[config.mk]
export PLATFORM = sky130hd
export DESIGN_NAME = h_bdy_fe_sched
export DESIGN_NICKNAME = d
export VERILOG_FILES = /design/src/rtl/h_bdy_fe_sched.sv
export SDC_FILE = /design/constraint.sdc
export NUM_CORES = 1
export LEC_CHECK = 0
export BUFFER_PORTS_ARGS = -buffer_cell sky130_fd_sc_hd__buf_2
export CORE_ASPECT_RATIO = 1.25
export CORE_UTILIZATION = 46
export DETAILED_ROUTE_END_ITERATION = 8
export PLACE_DENSITY = 0.8
export SYNTH_ARGS = -nofsm -noshare
export SYNTH_HDL_FRONTEND = slang
export SYNTH_SLANG_ARGS = --single-unit
[constraint.sdc]
create_clock -name clk -period 3.1 [get_ports clk]
set_clock_uncertainty 0.2 [all_clocks]
set_input_delay 0.62 -clock clk [delete_from_list [all_inputs] [get_ports clk]]
set_output_delay 0.62 -clock clk [all_outputs]
set_load 0.005 [all_outputs]
[src/rtl/h_bdy_fe_sched.sv]
// rtl/h_bdy_fe_sched.sv - front-end command scheduler: credits, lockstep queue pop, back-end issue slot, flush/drain
// Optional operand-lag/credit checker enabled by defining H_BDY_FE_SCHED_CHECK_EN.

package cfg_pkg;
    parameter int CMD_QUEUE_N = 8;
    parameter int K_W         = 16;
    parameter int V_W         = 32;
    parameter int H_W         = 8;
endpackage

package h_pkg;
    parameter int OPCODE_W = 4;
    parameter logic [OPCODE_W-1:0] OP_NOP  = 4'h0;
    parameter logic [OPCODE_W-1:0] OP_GET  = 4'h1;
    parameter logic [OPCODE_W-1:0] OP_PUT  = 4'h2;
    parameter logic [OPCODE_W-1:0] OP_DEL  = 4'h3;
    parameter logic [OPCODE_W-1:0] OP_SETK = 4'h4;
    parameter logic [OPCODE_W-1:0] OP_WRV  = 4'h5;
endpackage

module h_bdy_fe_dec (
    input  logic [h_pkg::OPCODE_W-1:0] op_i,
    output logic                       has_k_o,
    output logic                       has_v_o,
    output logic                       has_hash_o
);
    always_comb begin
        has_k_o    = 1'b0;
        has_v_o    = 1'b0;
        has_hash_o = 1'b0;
        case (op_i)
            h_pkg::OP_GET:  begin has_k_o = 1'b1; has_hash_o = 1'b1; end
            h_pkg::OP_PUT:  begin has_k_o = 1'b1; has_v_o = 1'b1; has_hash_o = 1'b1; end
            h_pkg::OP_DEL:  begin has_k_o = 1'b1; has_hash_o = 1'b1; end
            h_pkg::OP_SETK: has_k_o = 1'b1;
            h_pkg::OP_WRV:  has_v_o = 1'b1;
            default: ;
        endcase
    end
endmodule

module h_bdy_fe_sched #(
    parameter int N     = cfg_pkg::CMD_QUEUE_N,
    parameter int CNT_W = $clog2(N + 1)
) (
    input  logic                        clk,
    input  logic                        arst_n,
    input  logic                        i_cmd_vld_w,
    output logic                        o_cmd_rdy_w,
    input  logic                        i_q_op_empty,
    input  logic [h_pkg::OPCODE_W-1:0]  i_q_op_dat,
    output logic                        o_q_op_pop,
    input  logic                        i_q_k_empty,
    input  logic [cfg_pkg::K_W-1:0]     i_q_k_dat,
    output logic                        o_q_k_pop,
    input  logic                        i_q_v_empty,
    input  logic [cfg_pkg::V_W-1:0]     i_q_v_dat,
    output logic                        o_q_v_pop,
    input  logic                        i_q_h_empty,
    input  logic [cfg_pkg::H_W-1:0]     i_q_h_dat,
    output logic                        o_q_h_pop,
    output logic                        o_bdy_vld_r,
    output logic [h_pkg::OPCODE_W-1:0]  o_bdy_opcode_r,
    output logic [cfg_pkg::K_W-1:0]     o_bdy_k_r,
    output logic [cfg_pkg::V_W-1:0]     o_bdy_v_r,
    output logic [cfg_pkg::H_W-1:0]     o_bdy_h_r,
    input  logic                        i_bdy_rdy,
    input  logic                        i_flush_req,
`ifdef H_BDY_FE_SCHED_CHECK_EN
    output logic                        o_flush_done_r,
    output logic                        o_err_r
`else
    output logic                        o_flush_done_r
`endif
);
    localparam logic [CNT_W-1:0] N_C = CNT_W'(N);

    typedef enum logic [1:0] {ST_RUN, ST_DRAIN, ST_DONE} state_t;

    state_t                      state_q, state_d;
    logic [CNT_W-1:0]            cnt_q, cnt_d;
    logic                        vld_q, vld_d;
    logic [h_pkg::OPCODE_W-1:0]  op_q, op_d;
    logic [cfg_pkg::K_W-1:0]     k_q, k_d;
    logic [cfg_pkg::V_W-1:0]     v_q, v_d;
    logic [cfg_pkg::H_W-1:0]     h_q, h_d;
    logic                        done_q;

    logic has_k, has_v, has_hash;
    logic req_ok, slot_free, issue, accept;

    h_bdy_fe_dec u_dec (
        .op_i       (i_q_op_dat),
        .has_k_o    (has_k),
        .has_v_o    (has_v),
        .has_hash_o (has_hash)
    );

    assign req_ok = !i_q_op_empty
                  && (!has_k    || !i_q_k_empty)
                  && (!has_v    || !i_q_v_empty)
                  && (!has_hash || !i_q_h_empty);
    assign slot_free = !vld_q || i_bdy_rdy;
    assign issue     = req_ok && slot_free;
    assign accept    = i_cmd_vld_w && o_cmd_rdy_w;

    assign o_q_op_pop = issue;
    assign o_q_k_pop  = issue && has_k;
    assign o_q_v_pop  = issue && has_v;
    assign o_q_h_pop  = issue && has_hash;

    // Ready depends only on registered state so the command pipe never sees a comb loop.
    always_comb begin
        state_d     = state_q;
        o_cmd_rdy_w = (state_q == ST_RUN) && (cnt_q < N_C);
        case (state_q)
            ST_RUN:   if (i_flush_req) state_d = ST_DRAIN;
            ST_DRAIN: if (cnt_q == '0 && !vld_q) state_d = ST_DONE;
            ST_DONE:  if (!i_flush_req) state_d = ST_RUN;
            default:  state_d = ST_RUN;
        endcase
    end

    always_comb begin
        cnt_d = cnt_q;
        if (accept && !issue && cnt_q != N_C)
            cnt_d = cnt_q + CNT_W'(1);
        else if (!accept && issue && cnt_q != '0)
            cnt_d = cnt_q - CNT_W'(1);
    end

    // Operands the opcode does not use are loaded as zero, not as whatever sits at the queue head.
    always_comb begin
        vld_d = vld_q && !i_bdy_rdy;
        op_d  = op_q;
        k_d   = k_q;
        v_d   = v_q;
        h_d   = h_q;
        if (issue) begin
            vld_d = 1'b1;
            op_d  = i_q_op_dat;
            k_d   = has_k    ? i_q_k_dat : '0;
            v_d   = has_v    ? i_q_v_dat : '0;
            h_d   = has_hash ? i_q_h_dat : '0;
        end
    end

    always_ff @(posedge clk or negedge arst_n) begin
        if (!arst_n) begin
            state_q <= ST_RUN;
            cnt_q   <= '0;
            vld_q   <= 1'b0;
            op_q    <= '0;
            k_q     <= '0;
            v_q     <= '0;
            h_q     <= '0;
            done_q  <= 1'b0;
        end else begin
            state_q <= state_d;
            cnt_q   <= cnt_d;
            vld_q   <= vld_d;
            op_q    <= op_d;
            k_q     <= k_d;
            v_q     <= v_d;
            h_q     <= h_d;
            done_q  <= (state_d == ST_DONE);
        end
    end

    assign o_bdy_vld_r    = vld_q;
    assign o_bdy_opcode_r = op_q;
    assign o_bdy_k_r      = k_q;
    assign o_bdy_v_r      = v_q;
    assign o_bdy_h_r      = h_q;
    assign o_flush_done_r = done_q;

`ifdef H_BDY_FE_SCHED_CHECK_EN
    logic       stall_w, err_set, err_q;
    logic [1:0] stall_q, stall_d;

    assign stall_w = !i_q_op_empty
                   && ((has_k && i_q_k_empty) || (has_v && i_q_v_empty) || (has_hash && i_q_h_empty));
    assign stall_d = !stall_w ? 2'd0 : (stall_q == 2'd3 ? 2'd3 : stall_q + 2'd1);
    // stall_q holds the previous consecutive stall cycles; a third one in a row is the error.
    assign err_set = (stall_w && stall_q == 2'd2)
                   || (accept && cnt_q == N_C)
                   || (issue && cnt_q == '0);

    always_ff @(posedge clk or negedge arst_n) begin
        if (!arst_n) begin
            stall_q <= 2'd0;
            err_q   <= 1'b0;
        end else begin
            stall_q <= stall_d;
            if (err_set) err_q <= 1'b1;
        end
    end

    assign o_err_r = err_q;

    a_operand_lag: assert property (@(posedge clk) disable iff (!arst_n) !(stall_w && stall_q == 2'd2))
        else $error("operand queue lag beyond 2 cycles");
    a_credit_over: assert property (@(posedge clk) disable iff (!arst_n) !(accept && cnt_q == N_C))
        else $error("accept with credit pool exhausted");
    a_credit_under: assert property (@(posedge clk) disable iff (!arst_n) !(issue && cnt_q == '0))
        else $error("opcode pop with zero credits outstanding");
`endif
endmodule

==> results.yml, run 1 <==
route:
  via_count: 2307
  ant_nets: 0
  detailedRoute.firstPassIterationCount: 4
  route.detailed.drc: 0
  initialDrtViolationCount: 137
  routedWlPerCell_um: 15.2
  drt_wl_total_um: 6790
  routed_via_density: 5.17
clock_network:
  tritoncts_num_sinks: 68
  clk_buf_depth: 2
  cts_tree: "done"
  cts_max_level: 3
  cts_root_buf: "sky130_fd_sc_hd__clkbuf_8"
  numCtsBuffers: 9
  cts_repair_resize_count: 0
  cts.repair_timing.setup_buffer_count: 0
  cts.hold.buffers_added: 0
  worst_setup_hold_path_clk_slew_ns: 0.07
  clock_latency_ns: 0.33
layout:
  most_frequent_standard_cell_in_the_layout_excluding_fill_and_tap_cells: "sky130_fd_sc_hd__buf_2"
  drive_above_1_share: 0.475
  final_cell_count_no_fill: 446
  diodes: 0
  syn_to_layout_area_delta_pct: 36.5
  layout.cells.most_common_list: "sky130_fd_sc_hd__buf_2 (135), sky130_fd_sc_hd__dfrtp_1 (68), sky130_fd_sc_hd__a22o_1 (49)"
  finalNetCount: 431
logic_synthesis:
  yosysWarningCount: 0
  syn-num-nets: 288
  post_synth.cell_area_avg_sq_um: 13.0
  number_of_synthesized_register_bits: 68
  netlist.area_leader.share: 0.605
  syn_area_sq_um: 2810
  yosysSeqAreaShare: 0.605
  synth.largest_area_cell: "sky130_fd_sc_hd__dfrtp_1"
  syn-instance-count: 216
  count_of_unique_library_cells_instantiated_by_yosys: 36
  ys_top_cells_by_area: "sky130_fd_sc_hd__dfrtp_1 (61%), sky130_fd_sc_hd__a22o_1 (15%), sky130_fd_sc_hd__buf_6 (4.0%)"
timing:
  final_critical_path_time_including_i_o_delays_and_setup_ns: 2.81
  timing_max_transition_violations_final: 0
  number_of_failing_setup_endpoints_in_the_final_timing_report: 0
  transition_time_at_the_pin_with_the_least_slew_margin_ns: 0.720
  worst_slew_margin_rel: 0.520
  hold_ws_ns: 0.0974
  period_utilization: 0.907
  maxClockFrequency_ghz: 0.356
  report.final.hold_viol_count: 0
  rsz0062_at_grt: "false"
setup_path:
  timing.critical_path.depth: 11
  critPathCaptureType: "flop"
  reg2regPathDepth: 10
  critPathMaxFanout: 5
  regToRegStartpoint: "o_bdy_vld_r$_DFF_PN0_"
  critical_path_buf_inv_count: 2
  arrival_ns: 2.85
  crit_type: "input port to flop"
  critical_path_required_ns: 3.14
  crit_path_cell_trace: "buf_2, nor2_1, nand2_1, o221ai_4, nand3_2, ha_1, a21o_1, a21oi_1, inv_1, or4_1, o211ai_1"
  reg2reg_to: "cnt_q[3]$_DFFE_PN0P_"
  critical_path.top_delay_family: "simple AND/OR/NAND/NOR gates"
  max_stage_delay_ns: 0.47
  crit_path_max_delay_cell_type: "sky130_fd_sc_hd__or4_1"
  critPathLaunchType: "input port"
  worst-r2r-setup-slack_ns: 0.39
power:
  cellPowerDensity_nw_per_um2: 625
  power_leakage_nw: 2.11
  peakVddDrop_uv: 314
outcome:
  status: "complete, no violations"
place:
  routabilityCongestion: 0.823
  placedCellCount: 430
  buffer_ports.inserted: 135
  dp_hpwl_um: 4930
floorplanning:
  dieHeight_um: 89.4
  io_pins: 136
  chipWidth_um: 71.9
  floorplan.initialDensity: 0.480
  fp.dieArea_sq_um: 6430
  fp-row-count: 31
  coreArea_sq_um: 5860
global_route:
  grt_util_met3: 0.0575
  grt_max_degree: 71
  global_route_wire_length_before_repair_um: 10200
  grt_overflow_total: 0
  grt_antenna_before_repair: 0
  grt_util_met2: 0.358
  grt_usage: 0.214
  busiest_layer: "met2"
  vias_in_the_first_global_route: 2124
  globalRouteMet1Util: 0.256
run:
  max_cap_viol_count: 0
worst_hold_path:
  worst_hold_path_type: "input port to asynchronous set/reset pin"
## power breakdown
part           switching, W  internal (W)  total (W)
Combinational      0.000209      0.000201   0.000410
Clock              0.000335      0.000621   0.000956
Sequential        0.0000630      0.000969    0.00103
Total              0.000607       0.00179    0.00240
## synth_stat cells, drive strengths merged
master and count:
nand3b 1, buf 12, a311oi 1, nor2b 2
nor3 3, nand2b 2, fa 1, or4 2
o22ai 2, a21o 1, o21ai 12, nor2 4
a22o 50, clkbuf 1, a211oi 2, or2 2
o211ai 1, inv 3, a21oi 4, mux2 2
dfrtp 68, nor4b 1, a2bb2oi 1, xor2 1
nand3 2, nand2 30, and2 1, xnor2 1
ha 2, o221ai 1
## logic make-up (layout without fill, tap and decap cells)
kind of cell / Yosys count / in the layout / synth area share
adders and majority gates: 3 / 3 / 0.0160
DFF: 68 / 68 / 0.605
xor gates and xnor gates: 2 / 2 / 0.00890
muxes: 2 / 2 / 0.00801
and+or+nand+nor: 50 / 50 / 0.0926
AOI/OAI and AO/OA: 75 / 75 / 0.220
buffers and inverters: 16 / 164 / 0.0490
## flip-flops by register name, indices dropped and copies added (netlist names)
| register | count |
|---|---|
| cnt_q | 4 |
| o_bdy_h_r | 8 |
| o_bdy_k_r | 16 |
| o_bdy_opcode_r | 4 |
| o_bdy_v_r | 32 |
| o_bdy_vld_r | 1 |
| o_flush_done_r | 1 |
| state_q | 2 |
## layout make-up
type / instances / area, sq um
clock buffer: 9 / 124
clock inverter: 7 / 146
fill: 449 / 2020
inverter: 3 / 11.3
multi-input combinational: 132 / 988
sequential: 68 / 1700
tap: 82 / 103
timing repair buffer: 145 / 763
## metrics by stage
step / setup slack [ns] / cell area (sq um) / power, W / util / setup TNS, ns
CTS: 0.308 / 3840 / 0.00243 / 0.655 / 0
global route: 0.159 / 3840 / 0.00253 / 0.655 / 0
global placement: 0.108 / 3570 / 0.00144 / 0.609 / 0
detailed placement: -0.0371 / 3570 / 0.00146 / 0.609 / -0.0371
finish: 0.290 / 3840 / 0.00240 / 0.655 / 0
floorplan: 0.0401 / 2820 / 0.00128 / - / 0
## per-layer routing
metal | up-vias | part of all wire
met2 | 103 | 0.49
met4 | 0 | 0.021
met1 | 1106 | 0.41
met5 | - | 0
li1 | 1087 | -
met3 | 11 | 0.073
## worst max-delay path by stage
stage / startpoint / end / slack (ns)
after floorplan: i_q_op_dat[1] / cnt_q[3]$_DFFE_PN0P_ / 0.04
after detailed placement: i_q_op_dat[2] / cnt_q[3]$_DFFE_PN0P_ / -0.04
after CTS: i_q_op_dat[2] / cnt_q[3]$_DFFE_PN0P_ / 0.31
after global routing: i_q_op_dat[2] / cnt_q[3]$_DFFE_PN0P_ / 0.16
final: i_q_op_dat[2] / cnt_q[3]$_DFFE_PN0P_ / 0.29
after global placement: i_q_op_dat[1] / cnt_q[3]$_DFFE_PN0P_ / 0.11
Note: power is estimated with default switching activity, not from simulation.
==> run 2: changes to the inputs <==
--- a/config.mk
+++ b/config.mk
@@ -7,9 +7,9 @@
 export LEC_CHECK = 0
 export BUFFER_PORTS_ARGS = -buffer_cell sky130_fd_sc_hd__buf_2
 export CORE_ASPECT_RATIO = 1.25
-export CORE_UTILIZATION = 46
+export CORE_UTILIZATION = 25
 export DETAILED_ROUTE_END_ITERATION = 8
-export PLACE_DENSITY = 0.8
+export PLACE_DENSITY = 0.49
 export SYNTH_ARGS = -nofsm -noshare
 export SYNTH_HDL_FRONTEND = slang
 export SYNTH_SLANG_ARGS = --single-unit
==> run 2 against run 1 <==
Against the previous run: sequential share of layout area decreased by 0.29 points; setup slack improved by 0.075 ns; fmax increased by 2.7%; clock power decreased by 6.6%; final area increased by 0.65%; largest cell class unchanged; flip-flop and latch count unchanged; global-route usage decreased by 8.5 points; sequential power about the same; critical path depth unchanged; highest routed layer is now met5.
==> results.yml, run 2 (synthesized netlist as in run 1, its figures left out) <==
layout:
  finalNetCount: 429
  flip_flop_count_of_the_largest_register_after_layout: 32
  syn_to_layout_area_delta_pct: 37.4
  layout.cells.most_common_list: "sky130_fd_sc_hd__buf_2 (134), sky130_fd_sc_hd__dfrtp_1 (68), sky130_fd_sc_hd__a22o_1 (49)"
  drive_above_1_share: 0.467
  post-route-cell-area_sq_um: 3860
  fin_util: 0.359
  most_frequent_standard_cell_in_the_layout_excluding_fill_and_tap_cells: "sky130_fd_sc_hd__buf_2"
  fill_cells: 1105
  seqCellArea_sq_um: 1700
  diodes: 0
  multi_input_comb_area_sq_um: 988
clock_network:
  cts_repair_resize_count: 0
  cts_root_buf: "sky130_fd_sc_hd__clkbuf_16"
  cts_tree: "done"
  cts.hold.buffers_added: 0
  cts_max_level: 3
  clock_latency_ns: 0.32
  tritoncts_num_sinks: 68
  cts.repair_timing.setup_buffer_count: 0
  numCtsBuffers: 9
  clk_buf_depth: 2
  worst_setup_hold_path_clk_slew_ns: 0.05
global_route:
  grt_max_degree: 71
  global_route_wire_length_before_repair_um: 11700
  grt_overflow_total: 0
  grt_usage: 0.128
  grt_antenna_before_repair: 2
  vias_in_the_first_global_route: 2377
route:
  drt_wl_total_um: 7100
  wl_met2_um: 3340
  routed_via_density: 4.59
  route.detailed.drc: 0
  dr.max_layer_used: "met5"
  m1WireLength_um: 3140
  wl_met3_um: 520
  via_count: 2259
  initialDrtViolationCount: 61
  ant_nets: 0
  detailedRoute.firstPassIterationCount: 4
  routedWlPerCell_um: 14.4
power:
  cellPowerDensity_nw_per_um2: 604
  sequentialPowerShare: 0.444
  p_comb_frac: 0.174
  internal_power_w: 0.00172
  peakVddDrop_uv: 210
  power_frac_clock: 0.383
  power_leakage_nw: 2.09
  switchingPower_w: 0.000615
  finalPower_w: 0.00233
  power.switching_fraction: 0.264
timing:
  rsz0062_at_grt: "false"
  transition_time_at_the_pin_with_the_least_slew_margin_ns: 0.862
  number_of_failing_setup_endpoints_in_the_final_timing_report: 0
  final_critical_path_time_including_i_o_delays_and_setup_ns: 2.74
  timing_max_transition_violations_final: 0
  worst_slew_margin_rel: 0.426
  report.final.hold_viol_count: 0
  final.setup.worst_slack_ns: 0.365
  maxClockFrequency_ghz: 0.366
  setup_total_negative_slack_ns: 0
  period_utilization: 0.882
place:
  buffer_ports.inserted: 135
  dp_hpwl_um: 4990
  dpl-instance-area_sq_um: 3600
  post-place-ws_ns: 0.0348
  routabilityCongestion: 0.737
setup_path:
  critPathMaxFanout: 5
  critical_path_required_ns: 3.14
  reg2reg_to: "cnt_q[3]$_DFFE_PN0P_"
  worst-r2r-setup-slack_ns: 0.44
  critPathCaptureType: "flop"
  critPathLaunchType: "input port"
  reg2regPathDepth: 10
  timing.critical_path.from: "i_q_op_dat[1]"
  arrival_ns: 2.77
  regToRegStartpoint: "o_bdy_vld_r$_DFF_PN0_"
  crit_type: "input port to flop"
floorplanning:
  chipWidth_um: 96.9
  fp.dieArea_sq_um: 11700
  dieHeight_um: 121
  io_pins: 136
  fp-row-count: 42
  coreArea_sq_um: 10800
  floorplan.initialDensity: 0.261
outcome:
  status: "complete, no violations"
run:
  max_cap_viol_count: 0
worst_hold_path:
  worst_hold_path_type: "input port to asynchronous set/reset pin"
-- run 2: changes by cell type in the layout (fill, tap and decap cells not counted), sizes merged --
| cell | previous run | this run |
|---|---|---|
| bufinv | 4 | 0 |
| buf | 145 | 143 |
| clkbuf | 9 | 11 |
| clkinv | 2 | 3 |
| inv | 4 | 3 |
-- run 2: power groups by stage --
stage | logic, W | clock network [W] | registers, W
after floorplan | 0.000236 | 0 | 0.00104
after global placement | 0.000400 | 0 | 0.00105
after detailed placement | 0.000415 | 0 | 0.00105
after CTS | 0.000414 | 0.000926 | 0.00104
after global routing | 0.000459 | 0.000969 | 0.00105
final | 0.000405 | 0.000893 | 0.00104
-- run 2: how the worst max path moves through the flow --
stage                                 to  slack (ns)
detailed placement  cnt_q[3]$_DFFE_PN0P_        0.03
CTS                            o_q_v_pop        0.36
floorplan           cnt_q[3]$_DFFE_PN0P_        0.04
finish              cnt_q[3]$_DFFE_PN0P_        0.36
global route        cnt_q[3]$_DFFE_PN0P_        0.23
global placement    cnt_q[3]$_DFFE_PN0P_         0.1
-- run 2: worst max-delay path: stages --
cell and delay, ns:
sky130_fd_sc_hd__buf_2 0.12, sky130_fd_sc_hd__or2_4 0.27, sky130_fd_sc_hd__a311oi_4 0.26, sky130_fd_sc_hd__o221ai_4 0.16
sky130_fd_sc_hd__nand3_2 0.11, sky130_fd_sc_hd__ha_1 0.23, sky130_fd_sc_hd__a21o_1 0.18, sky130_fd_sc_hd__a21oi_1 0.19
sky130_fd_sc_hd__inv_1 0.07, sky130_fd_sc_hd__or4_1 0.46, sky130_fd_sc_hd__o211ai_1 0.10
-- run 2: stage by stage --
| step | hold WS [ns] | cells |
|---|---|---|
| after global placement | 0.254 | 478 |
| after CTS | 0.255 | 492 |
| after detailed placement | 0.262 | 478 |
| final | 0.184 | 492 |
| after global routing | 0.297 | 492 |
| after floorplan | 0.124 | 216 |
-- run 2: area by class of cell --
class	count	area share
well taps	132	0.0428
flip-flops and latches	68	0.441
inverters	3	0.00292
repair buffers	143	0.191
clock inverters	3	0.00389
clock buffers	11	0.0628
multi-input cells	132	0.256
-- run 2: metal layers --
metal	GRT usage	vias to the layer above
met5	0	-
met4	0.0476	4
met3	0.0486	13
met2	0.210	86
met1	0.153	1077
li1	-	1079
